### src/rtl/reg_file_pkg.sv
// Shared definitions for the register-file write sequencer: parameter defaults,
// FSM state encoding and modulo-NREGS address stepping.
package reg_file_pkg;

    localparam int DW_DEF    = 16;
    localparam int NREGS_DEF = 2;

    typedef enum logic [1:0] {
        IDLE,
        LOAD,
        FINISH
    } state_e;

    function automatic int wrap_inc(input int addr, input int nregs);
        return (addr + 1 >= nregs) ? 0 : addr + 1;
    endfunction

endpackage

### src/rtl/reg_file_wr_seq.sv
// Burst write initiator for the flattened register file: one command, count data
// words, one registered write per word. Optional abort input: REG_FILE_WR_SEQ_ABORT_EN.
module reg_file_wr_seq
    import reg_file_pkg::*;
#(
    parameter int DW    = DW_DEF,
    parameter int NREGS = NREGS_DEF,
    parameter int AW    = 1
) (
    input  logic          reset,
    input  logic          clock,
`ifdef REG_FILE_WR_SEQ_ABORT_EN
    input  logic          abort,
`endif
    input  logic          cmd_valid,
    output logic          cmd_ready,
    input  logic [AW-1:0] cmd_base,
    input  logic [AW:0]   cmd_count,
    input  logic          data_valid,
    output logic          data_ready,
    input  logic [DW-1:0] data_in,
    output logic          r_d_wen_out,
    output logic [AW-1:0] r_d_waddr_out,
    output logic [DW-1:0] d_out,
    output logic          busy,
    output logic          done,
    output logic          err
);

    state_e        state_q;
    logic [AW-1:0] addr_q;
    logic [AW:0]   remain_q;
    logic          cmd_ready_q;
    logic          data_ready_q;
    logic          wen_q;
    logic [AW-1:0] waddr_q;
    logic [DW-1:0] d_q;
    logic          busy_q;
    logic          done_q;
    logic          err_q;

    logic          abort_w;
    logic          cmd_legal_d;
    logic          data_acc_d;
    logic [AW-1:0] addr_d;

`ifdef REG_FILE_WR_SEQ_ABORT_EN
    assign abort_w = abort;
`else
    assign abort_w = 1'b0;
`endif

    // data_ready drops combinationally on abort so nothing is accepted that cycle
    assign data_ready  = data_ready_q & ~abort_w;
    assign data_acc_d  = data_valid & data_ready;
    assign cmd_legal_d = (cmd_count != '0)
                      && (cmd_count <= (AW+1)'(NREGS))
                      && ({1'b0, cmd_base} < (AW+1)'(NREGS));
    assign addr_d      = AW'(wrap_inc(32'(addr_q), NREGS));

    always_ff @(posedge clock or posedge reset) begin
        if (reset) begin
            state_q      <= IDLE;
            addr_q       <= '0;
            remain_q     <= '0;
            cmd_ready_q  <= 1'b0;
            data_ready_q <= 1'b0;
            wen_q        <= 1'b0;
            waddr_q      <= '0;
            d_q          <= '0;
            busy_q       <= 1'b0;
            done_q       <= 1'b0;
            err_q        <= 1'b0;
        end else begin
            wen_q  <= 1'b0;
            done_q <= 1'b0;
            err_q  <= 1'b0;
            case (state_q)
                IDLE: begin
                    cmd_ready_q <= 1'b1;
                    if (cmd_valid && cmd_ready_q) begin
                        if (cmd_legal_d) begin
                            state_q      <= LOAD;
                            cmd_ready_q  <= 1'b0;
                            data_ready_q <= 1'b1;
                            busy_q       <= 1'b1;
                            addr_q       <= cmd_base;
                            remain_q     <= cmd_count;
                        end else begin
                            err_q <= 1'b1;
                        end
                    end
                end
                LOAD: begin
                    if (abort_w) begin
                        state_q      <= IDLE;
                        data_ready_q <= 1'b0;
                        busy_q       <= 1'b0;
                        cmd_ready_q  <= 1'b1;
                        err_q        <= 1'b1;
                    end else if (data_acc_d) begin
                        wen_q    <= 1'b1;
                        waddr_q  <= addr_q;
                        d_q      <= data_in;
                        addr_q   <= addr_d;
                        remain_q <= remain_q - (AW+1)'(1);
                        if (remain_q == (AW+1)'(1)) begin
                            state_q      <= FINISH;
                            data_ready_q <= 1'b0;
                        end
                    end
                end
                FINISH: begin
                    state_q     <= IDLE;
                    busy_q      <= 1'b0;
                    cmd_ready_q <= 1'b1;
                    if (abort_w) begin
                        err_q <= 1'b1;
                    end else begin
                        done_q <= 1'b1;
                    end
                end
                default: state_q <= IDLE;
            endcase
        end
    end

    assign cmd_ready     = cmd_ready_q;
    assign r_d_wen_out   = wen_q;
    assign r_d_waddr_out = waddr_q;
    assign d_out         = d_q;
    assign busy          = busy_q;
    assign done          = done_q;
    assign err           = err_q;

endmodule
### config.mk
export PLATFORM = sky130hd
export DESIGN_NAME = reg_file_wr_seq
export DESIGN_NICKNAME = d
export VERILOG_FILES = /design/src/rtl/reg_file_pkg.sv /design/src/rtl/reg_file_wr_seq.sv
export SDC_FILE = /design/constraint.sdc
export NUM_CORES = 1
export LEC_CHECK = 0
export CORE_MARGIN = 2
export CORE_UTILIZATION = 35
export DETAILED_ROUTE_END_ITERATION = 8
export DONT_BUFFER_PORTS = 1
export PLACE_DENSITY = 0.55
export REMOVE_ABC_BUFFERS = 1
export SLEW_MARGIN = 0
export SYNTH_ARGS = -nofsm -noshare
export SYNTH_HDL_FRONTEND = slang
export SYNTH_SLANG_ARGS = --single-unit
### constraint.sdc
create_clock -name clock -period 1.5 [get_ports clock]
set_input_delay 0.3 -clock clock [delete_from_list [all_inputs] [get_ports clock]]
set_output_delay 0.3 -clock clock [all_outputs]
set_load 0.01 [all_outputs]
[Yosys cells after proc, flatten, opt, wreduce, memory -nomap -nowiden]
Index checks and enable logic that the tools add are counted.
Word-level totals
  register bits: 28
  input port bits: 23
  logic and storage cells: 62
Cells by class
  $add $sub $neg: 2
  magnitude comparators: 2
  equality and inequality tests: 7
  mux-type cells: 28
  bitwise logic cells: 1
  reduce and logical (&&, ||, !) cells: 11
Operators with widths (number)
  $mux W1: 15
  $mux W2: 7
  $ne A2 B2 Y1 const B: 4
  $pmux W1 S2: 4
  $pmux W2 S2: 2
  $reduce_and A4 Y1: 2
  $reduce_bool A2 Y1: 3
  $reduce_and A5 Y1: 1
  $eq A2 B1 Y1 const B: 2
  $reduce_and A3 Y1: 1
  $add A1 B1 Y2 const B: 1
  $eq A2 B2 Y1 const B: 1
  $ge A2 B2 Y1 const B: 1
  $le A2 B2 Y1 const B: 1
  $logic_and A1 B1 Y1: 2
  $logic_not A2 Y1: 1
  $reduce_and A2 Y1: 1
  $sub A2 B1 Y2 const B: 1
  $and A1 B1 Y1: 1

[Logic depth before layout (Yosys ltp)]
Gate-level depths: netlist (run 1).
  word-level depth: 5
  mapped depth: 4
  gate-level depth less buffers: 4

[Worst setup path before layout (run 1)]
OpenSTA, ideal clock, no wires.
  path kind: register to register
  from: reg state_q[0]
  to: reg remain_q[1]
  library setup time: 0.079 ns
  arrival time: 1.129 ns
  path slack: 0.292 ns
  stages on the path, launching flop included: 4
  buffers on the path: 0
  cells stage by stage: dfrtp_1 -> nand4bb_1 -> o21ai_0 -> mux2i_1
Between the ends
  word-level cells in the longest chain between the ends: 3
  elaborated cells on any way between the ends: 8
Ends and longest elaborated chain
  start, declared: RTL line reg_file_wr_seq.sv:30  | state_e state_q;
  start signal, assigned: RTL line reg_file_wr_seq.sv:63  | state_q <= IDLE;
  start signal, assigned: RTL line reg_file_wr_seq.sv:83  | state_q <= LOAD;
  start signal, assigned: RTL line reg_file_wr_seq.sv:96  | state_q <= IDLE;
  $eq A2 B1 Y1 or $logic_not A2 Y1 (tied branches): RTL line reg_file_wr_seq.sv:78  | case (state_q)
  $ne A2 B2 Y1 (no line) or $reduce_bool A2 Y1 (tied branches)
  $reduce_and A4 Y1 (no line)
  end signal, assigned: RTL line reg_file_wr_seq.sv:88  | remain_q <= cmd_count;
  end signal, assigned: RTL line reg_file_wr_seq.sv:106  | remain_q <= remain_q - (AW+1)'(1);
  end, declared: RTL line reg_file_wr_seq.sv:32  | logic [AW:0] remain_q;
Several ways; a longest one is shown, not always the timed one.
A chain may end at the register's enable or synchronous reset.

[Final worst setup path (run 1)]
Ends and elaborated chain as after synthesis.

==> results of run 1 <==
==> metrics by stage <==
stage          hold slack (ns)  instances  instance area, um2
2_1_floorplan           0.3654         78                1177
3_3_place_gp            0.2028        127                1270
3_5_place_dp            0.2058        127                1270
4_1_cts                0.07677        132                1333
5_1_grt                0.05714        132                1333
6_report                0.1071        132                1333
==> cell usage in the layout (no fill, tap or decap), types with 2 or more instances in the layout <==
cell and n:
o311ai_1 2, clkbuf_4 3, o211ai_1 2, buf_4 2
mux2i_1 2, inv_1 6, dfrtp_1 28, nor2_1 5
mux2_2 3, nand4_1 2, mux2_4 14
==> worst paths after layout <==
| path | depth (start not counted) | start | end |
|---|---|---|---|
| setup / recovery | 3 | state_q[0] | remain_q[1] |
| hold / removal | 1 | data_in[2] | d_out[2] |
| setup reg to reg | 3 | state_q[0] | remain_q[1] |
| hold reg to reg | 1 | addr_q | addr_q |
| max in group asynchronous | 3 | reset | data_ready |
| min in group asynchronous | 3 | reset | d_out[15] |
==> cell families after synthesis <==
kind of cell               Yosys count  synth area share (%)
DFF                                 28                 58.39
muxes                               19                 22.00
xor gates and xnor gates             2                 1.460
buffers and inverters                8                 3.754
AOI/OAI and AO/OA                    9                 5.735
and+or+nand+nor                     13                 7.611
adders and majority gates            1                 1.043
==> where the power goes <==
part	internal, mW	leakage, nW	switching [mW]
combinational	0.547	0.272	0.297
clock	0.270	0.0279	0.213
sequential	1.09	0.335	0.395
total	1.90	0.635	0.905
==> area by class of cell <==
type	instances	area (um2)
Fill cell	330	1978
Sequential cell	28	700.7
Multi-Input combinational cell	44	454.2
Tap cell	46	57.56
Timing Repair Buffer	4	45.04
Clock inverter	1	30.03
Clock buffer	3	22.52
Inverter	6	22.52
==> flip-flops by register name, indices dropped and copies added, names as in the netlist <==
signal and count:
data_ready 1, remain_q 2, err 1, cmd_ready 1, r_d_wen_out 1, state_q 2, done 1, d_out 16
busy 1, addr_q 1, r_d_waddr_out 1
==> repair_timing <==
item                       4_1_cts  5_1_grt
hold buffers                     1        0
setup endpoints to repair        0        1
gates resized for setup          0        1
hold endpoints to repair        28        0
==> per-layer routing <==
layer	track usage [%]	wire length (um)	share of wire, %
met1	12.91	840	42
met2	16.40	870	43
met3	8.108	296	15
met4	3.889	10	0.50
met5	0	0	0
==> results.py, run 1 <==
metrics = {
    "synthesis": {
        "synth_ff_type": "dfrtp_1",
        "synth_area_leaders": "dfrtp_1 (58%), mux2_4 (18%), mux2_2 (2.8%), nand4b_4 (2.0%), buf_6 (1.9%)",
        "syn_area_um2": 1200,
        "synth_seq_area_share_pct": 58.39,
        "yosys.area.top_type": "dfrtp_1",
        "avgSynthCellArea_um2": 15.00,
        "ys_warn_count": 0,
        "ys_ff_latch": 28,
        "synth_edf_count": 0,
        "synth_top_area_share_pct": 58.39,
        "synth_cell_types": 24,
        "async_flop_share_pct": 100.0,
        "syn_inst": 80,
        "yosysMostFrequentCell": "dfrtp_1",
        "synth_common_cells": "dfrtp_1 (28), mux2_4 (14), inv_1 (6)",
    },
    "global_route": {
        "overflow": 0,
        "grt_use_total_pct": 11.27,
        "grt_pass1_vias": 687,
        "antenna_found_initial": 0,
        "grt_max_degree": 24,
        "grt_pass1_wl_um": 3450,
    },
    "die": {
        "row_count": 21,
        "ioPinCount": 46,
        "die_x_um": 62.55,
        "coreArea_um2": 3311,
        "start_util_pct": 36.24,
        "die_y_um": 62.55,
        "dieArea_um2": 3913,
    },
    "timing": {
        "rsz0062_at_grt": "no",
        "finalWorstSetupSlack_ns": 0.2049,
        "clock_skew_ns": 0.005800,
        "period_share_pct": 86.34,
        "min_period_ns": 1.295,
        "drv_slew": 0,
        "hold_viol": 0,
        "max_slew_margin_pct": 76.34,
        "worst_slew_pin_slew_ns": 0.3501,
        "setup_violations": 0,
        "tns_ns": 0,
        "fmax_ghz": 0.7721,
    },
    "cts": {
        "numCtsBuffers": 3,
        "clockBufferDepth": 2,
        "clock_sinks": 28,
        "cts.clk_slew.worst_paths_ns": 0.15,
        "h-tree-depth": 1,
        "root_buffer": "clkbuf_4",
        "post-cts-setup-buffers": 0,
        "clk_latency_ns": 0.32,
        "cts_tree": "yes",
    },
    "routing": {
        "drc": 0,
        "avgViaCountPerCell": 5.083,
        "vias": 671,
        "ant_nets": 0,
        "wirelength_um": 2018,
        "drtIter0Drc": 15,
        "wl_per_cell_um": 15.29,
        "first_pass_iters": 4,
    },
    "setup_path": {
        "slowest_stage": "dfrtp_1",
        "path_max_fanout": 8,
        "crit_path_cell_trace": "nand4bb_1 > o21ai_1 > mux2i_1",
        "rrSetupSlack_ns": 0.20,
        "worst_setup_path_end_kind": "register",
        "critical-path-top-delay-family": "flip-flops",
        "cp-start-kind": "register",
        "slowest_delay_ns": 0.50,
        "critical_path_class": "reg -> reg",
        "crit_buf_inv": 0,
        "cp.arrival_ns": 1.55,
        "crit_required_ns": 1.76,
    },
    "finish": {
        "fin_util_pct": 40.25,
        "drive_above_1_share_pct": 30.23,
        "num-nets-final": 111,
        "synthToLayoutAreaGrowth_pct": 11.05,
        "antennaDiodeCount": 0,
    },
    "worst_hold_path": {
        "hp-class": "in -> reg",
    },
    "placement": {
        "dp_hpwl_um": 1471,
        "io_buffers": 0,
        "place_ws_ns": 0.1634,
        "routabilityCongestion": 0.8046,
    },
    "pwr": {
        "p_total_mw": 2.808,
        "p_per_area_nw_per_um2": 2108,
        "ir_drop_mv": 0.7879,
        "p_leak_nw": 0.6346,
    },
    "run_status": {
        "status": "complete, no violations",
    },
    "job": {
        "cap_violations": 0,
    },
}
Note: power is estimated with default switching activity, not from simulation.
==> run 2, diff against run 1 <==
--- a/config.mk
+++ b/config.mk
@@ -11,7 +11,7 @@
 export DONT_BUFFER_PORTS = 1
 export PLACE_DENSITY = 0.55
 export REMOVE_ABC_BUFFERS = 1
-export SLEW_MARGIN = 0
+export SLEW_MARGIN = 25
 export SYNTH_ARGS = -nofsm -noshare
 export SYNTH_HDL_FRONTEND = slang
 export SYNTH_SLANG_ARGS = --single-unit
==> constraint.sdc (replaced) <==
create_clock -name clock -period 1.25 [get_ports clock]
set_input_delay 0.25 -clock clock [delete_from_list [all_inputs] [get_ports clock]]
set_output_delay 0.25 -clock clock [all_outputs]
set_load 0.01 [all_outputs]
==> run 2 against run 1 <==
Combinational power is 42% higher. Flip-flop and latch count stayed put. Clock power is 25% lower. Routed wire length is 5.6% higher. Total power is 18% higher. Worst setup slack worse by 0.18 ns. Die area stayed put. Clock-buffer cell count stayed put. Register-to-register slack worse by 0.18 ns. Highest routed layer unchanged.
==> results.py, run 2 (synthesis results as in run 1) <==
metrics = {
    "finish": {
        "synthToLayoutAreaGrowth_pct": 13.66,
        "num-fill-cells": 325,
        "largest_reg_flops": 16,
        "drive_above_1_share_pct": 35.96,
        "layout_commonest_cell": "dfrtp_1",
        "layout_common_cells": "dfrtp_1 (27), mux2_4 (16), inv_1 (6)",
        "num-nets-final": 115,
        "antennaDiodeCount": 0,
        "stdcell_count": 135,
    },
    "die": {
        "die_x_um": 62.55,
        "die_y_um": 62.55,
        "ioPinCount": 46,
        "coreArea_um2": 3311,
        "dieArea_um2": 3913,
        "row_count": 21,
        "start_util_pct": 36.24,
    },
    "routing": {
        "avgViaCountPerCell": 4.963,
        "ant_nets": 0,
        "drc": 0,
        "wl_per_cell_um": 15.79,
        "first_pass_iters": 4,
        "drtIter0Drc": 18,
        "wirelength_um": 2131,
        "vias": 670,
    },
    "timing": {
        "fmax_ghz": 0.8132,
        "max_slew_margin_pct": 76.47,
        "setup_violations": 0,
        "min_period_ns": 1.230,
        "drv_slew": 0,
        "rsz0062_at_grt": "yes",
        "finalWorstSetupSlack_ns": 0.02036,
        "worst_slew_pin_slew_ns": 0.3504,
        "clock_skew_ns": 0.009867,
        "period_share_pct": 98.37,
        "hold_viol": 0,
    },
    "global_route": {
        "antenna_found_initial": 0,
        "grt_max_degree": 24,
        "overflow": 0,
        "grt_pass1_wl_um": 3615,
        "grt_use_total_pct": 11.74,
        "grt_pass1_vias": 738,
    },
    "setup_path": {
        "worst_setup_path_end_kind": "register",
        "crit_required_ns": 1.47,
        "path_max_fanout": 23,
        "critical_path_class": "reg -> reg",
        "cp.arrival_ns": 1.45,
        "cp-start-kind": "register",
    },
    "worst_hold_path": {
        "hp-class": "in -> reg",
    },
    "job": {
        "cap_violations": 0,
    },
    "cts": {
        "clockBufferDepth": 2,
        "clock_sinks": 28,
        "numCtsBuffers": 3,
        "cts.clk_slew.worst_paths_ns": 0.14,
        "root_buffer": "clkbuf_4",
        "h-tree-depth": 1,
        "cts_tree": "yes",
        "clk_latency_ns": 0.32,
    },
    "placement": {
        "dp_hpwl_um": 1550,
        "place_inst": 130,
        "place_ws_ns": 0.004756,
        "io_buffers": 0,
        "routabilityCongestion": 0.7606,
    },
    "run_status": {
        "status": "complete, no violations",
    },
    "pwr": {
        "p_leak_nw": 0.6520,
        "p_per_area_nw_per_um2": 2429,
        "ir_drop_mv": 1.097,
    },
}
## run 2: cell types whose count changed in the layout (fill, tap and decap cells not counted), sizes merged
cell / before / now
buf: 3 / 7
bufinv: 1 / 0
## run 2: worst max-delay path, stage by stage, from the launching register on
cell and delay (ns):
dfrtp_1 0.44, nand4b_4 0.19, buf_12 0.18, mux2_4 0.30
## run 2: final timing paths
path                            start          to  slack (ns)  cells after the start
setup / recovery           state_q[1]   d_out[11]        0.02                      3
hold / removal             data_in[8]    d_out[8]        0.06                      1
setup reg to reg           state_q[1]   d_out[11]        0.02                      3
hold reg to reg                addr_q      addr_q        0.54                      1
max in group asynchronous       reset  state_q[0]        0.66                      3
min in group asynchronous       reset    d_out[5]        0.35                      3
## run 2: cell type report
type                    count  area [um2]  area share [%]
flip-flops and latches     28       701.9           51.47
multi-input cells          44       480.5           35.23
repair buffers              8       78.83           5.780
well taps                  46       57.56           4.220
clock buffers               3       22.52           1.651
inverters                   6       22.52           1.651
## run 2: layer usage
metal	share of wire, %	up-vias	GRT usage [%]
li1	-	304	-
met1	43	327	13.74
met2	45	37	17.88
met3	12	2	7.928
met4	0.47	0	2.500
met5	0	-	0
## run 2: power breakdown
part / leakage [nW] / internal (mW) / switching (mW)
Combinational: 0.305 / 0.769 / 0.433
Clock: 0.0138 / 0.113 / 0.247
Sequential: 0.334 / 1.31 / 0.443
## run 2: metrics by stage
stage / total power, mW / util (%) / setup TNS (ns) / hold slack (ns) / cell area (um2)
5_1_grt: 3.541 / 41.19 / -0.08333 / 0.03206 / 1364
2_1_floorplan: 2.587 / - / -1.735 / 0.3154 / 1177
6_report: 3.313 / 41.19 / 0 / 0.06195 / 1364
3_3_place_gp: 2.870 / 39.04 / 0 / 0.1522 / 1292
3_5_place_dp: 2.896 / 39.04 / 0 / 0.1554 / 1292
4_1_cts: 3.277 / 40.02 / 0 / 0.04918 / 1325
## run 2: repair_timing
action	in CTS	in global routing
gates cloned	0	0
hold endpoints to repair	28	0
setup endpoints to repair	1	23
resized for setup	1	7
buffers inserted	0	1
hold buffers	1	0
==> run 3, diff against run 2 <==
--- a/config.mk
+++ b/config.mk
@@ -11,6 +11,7 @@
 export DONT_BUFFER_PORTS = 1
 export PLACE_DENSITY = 0.55
 export REMOVE_ABC_BUFFERS = 1
+export SKIP_LAST_GASP = 1
 export SLEW_MARGIN = 25
 export SYNTH_ARGS = -nofsm -noshare
 export SYNTH_HDL_FRONTEND = slang
==> run 3 against run 2 <==
Routed wire length increased by 0.23%. Non-clock buffer count unchanged. Clock-buffer cell count unchanged. Critical path type unchanged. Utilization shrank 0.38 points. Clock skew increased by 0.0016 ns. Final cell count did not move. Clock power hardly changed. Fmax decreased by 0.68%. First-iteration DRC count down 11%. Worst setup slack lost 0.0084 ns. Final area shrank 0.92%.
==> results.py, run 3 (synthesis results as in run 1) <==
metrics = {
    "job": {
        "cap_violations": 0,
    },
    "cts": {
        "cts_tree": "yes",
        "clockBufferDepth": 2,
        "h-tree-depth": 1,
        "cts.clk_slew.worst_paths_ns": 0.15,
        "numCtsBuffers": 3,
        "clk_latency_ns": 0.32,
        "clock_sinks": 28,
        "root_buffer": "clkbuf_4",
    },
    "pwr": {
        "pwr-share-clk_pct": 11.1,
        "pwr-share-seq_pct": 53.2,
        "combPwrFrac_pct": 35.7,
        "p_leak_nw": 0.6415,
        "intPower_mw": 2.155,
        "switching_share_pct": 34.20,
        "p_sw_mw": 1.120,
        "p_total_mw": 3.276,
        "ir_drop_mv": 1.098,
        "p_per_area_nw_per_um2": 2424,
    },
    "setup_path": {
        "endpoint": "d_out[4]",
        "rr_worst_depth": 3,
        "path_max_fanout": 23,
        "crit_start": "state_q[1]",
        "critical_path_class": "reg -> reg",
        "rrSetupSlack_ns": 0.01,
        "slowest_stage": "dfrtp_1",
        "cp.arrival_ns": 1.46,
        "r2r_start": "state_q[1]",
        "crit_path_cell_trace": "nand4b_4 > buf_12 > mux2_2",
        "cp-start-kind": "register",
        "worstReg2RegEnd": "d_out[4]",
        "crit_required_ns": 1.47,
        "worst_setup_path_end_kind": "register",
        "slowest_delay_ns": 0.42,
    },
    "timing": {
        "drv_slew": 0,
        "fmax_ghz": 0.8077,
        "hold_viol": 0,
        "setup_violations": 0,
        "max_slew_margin_pct": 76.64,
        "clock_skew_ns": 0.01145,
        "period_share_pct": 99.04,
        "min_period_ns": 1.238,
        "worst_slew_pin_slew_ns": 0.3479,
        "rsz0062_at_grt": "yes",
    },
    "global_route": {
        "grt_use_total_pct": 11.74,
        "grt_max_degree": 24,
        "grt_pass1_vias": 738,
        "grt_pass1_wl_um": 3615,
        "antenna_found_initial": 0,
        "overflow": 0,
    },
    "placement": {
        "io_buffers": 0,
        "place_inst": 130,
        "dp_hpwl_um": 1550,
        "routabilityCongestion": 0.7606,
    },
    "routing": {
        "vias": 678,
        "ant_nets": 0,
        "drc": 0,
        "wirelength_um": 2136,
        "first_pass_iters": 4,
        "drtIter0Drc": 16,
        "wl_per_cell_um": 15.82,
        "avgViaCountPerCell": 5.022,
    },
    "die": {
        "ioPinCount": 46,
        "row_count": 21,
        "dieArea_um2": 3913,
        "start_util_pct": 36.24,
        "die_x_um": 62.55,
        "coreArea_um2": 3311,
        "die_y_um": 62.55,
    },
    "finish": {
        "layout_commonest_cell": "dfrtp_1",
        "antennaDiodeCount": 0,
        "layout_common_cells": "dfrtp_1 (28), mux2_4 (14), inv_1 (6), buf_4 (6), nor2_1 (4)",
        "stdcell_count": 135,
        "num-fill-cells": 324,
        "synthToLayoutAreaGrowth_pct": 12.62,
        "drive_above_1_share_pct": 34.83,
        "largest_reg_flops": 16,
        "num-nets-final": 115,
    },
    "run_status": {
        "status": "complete, no violations",
    },
    "worst_hold_path": {
        "hp-class": "in -> reg",
        "hold_depth": 1,
    },
}
## run 3: cell count changes in the layout (fill, tap and decap cells not counted)
cell     change
dfrtp_1      +1
buf_4        +1
mux2_4       -2
mux2_2       +2
buf_6        -1
dfrtp_2      -1
## run 3: power groups by stage
stage / logic [mW] / clock network (mW) / registers [mW]
global placement: 1.12 / 0 / 1.75
floorplan: 0.870 / 0 / 1.72
global route: 1.29 / 0.415 / 1.80
finish: 1.17 / 0.362 / 1.74
detailed placement: 1.13 / 0 / 1.76
CTS: 1.15 / 0.384 / 1.74
## run 3: critical path, delay by kind of cell, from the launching register on
family	cells	cell delay (ns)
flops	1	0.42
simple gates	1	0.16
buf+inv	1	0.19
mux	1	0.35
## run 3: area by class of cell
| cell class | count | area [um2] | share of cell area (%) |
|---|---|---|---|
| repair buffers | 8 | 75.07 | 5.556 |
| flip-flops and latches | 28 | 700.7 | 51.85 |
| inverters | 6 | 22.52 | 1.667 |
| clock buffers | 3 | 22.52 | 1.667 |
| well taps | 46 | 57.56 | 4.259 |
| multi-input cells | 44 | 473.0 | 35.00 |
## run 3: per-layer routing
metal  part of all wire [%]  up-vias  GRT usage, %  wire, um
li1                       -      304             -         -
met1                     43      335         13.74       928
met2                     44       37         17.88       946
met3                     12        2         7.928       251
met4                   0.47        0         2.500        10
met5                      0        -             0         0
## run 3: timing repair
item / in CTS / in global routing
setup endpoints to repair: 1 / 23
endpoints found under the hold margin: 28 / 0
setup buffers: 0 / 1
hold buffers: 1 / 0
resized for setup: 1 / 3
## run 3: metrics by stage
step	utilization [%]	instance area (um2)	hold WS, ns	setup WS, ns	TNS, ns
6_report	40.82	1351	0.05961	0.01195	0
5_1_grt	40.82	1351	0.03206	-0.03278	-0.1925
4_1_cts	40.02	1325	0.04918	0.006508	0
3_5_place_dp	39.04	1292	0.1554	0.004756	0
3_3_place_gp	39.04	1292	0.1522	0.03332	0
2_1_floorplan	-	1177	0.3154	-0.1001	-1.735
## run 3: worst min-delay path by stage
stage          slack (ns)         to   startpoint
3_3_place_gp         0.15   d_out[1]        reset
6_report             0.06   d_out[8]   data_in[8]
2_1_floorplan        0.32     addr_q        reset
4_1_cts              0.05  d_out[13]  data_in[13]
3_5_place_dp         0.16  d_out[15]        reset
5_1_grt              0.03  d_out[12]  data_in[12]
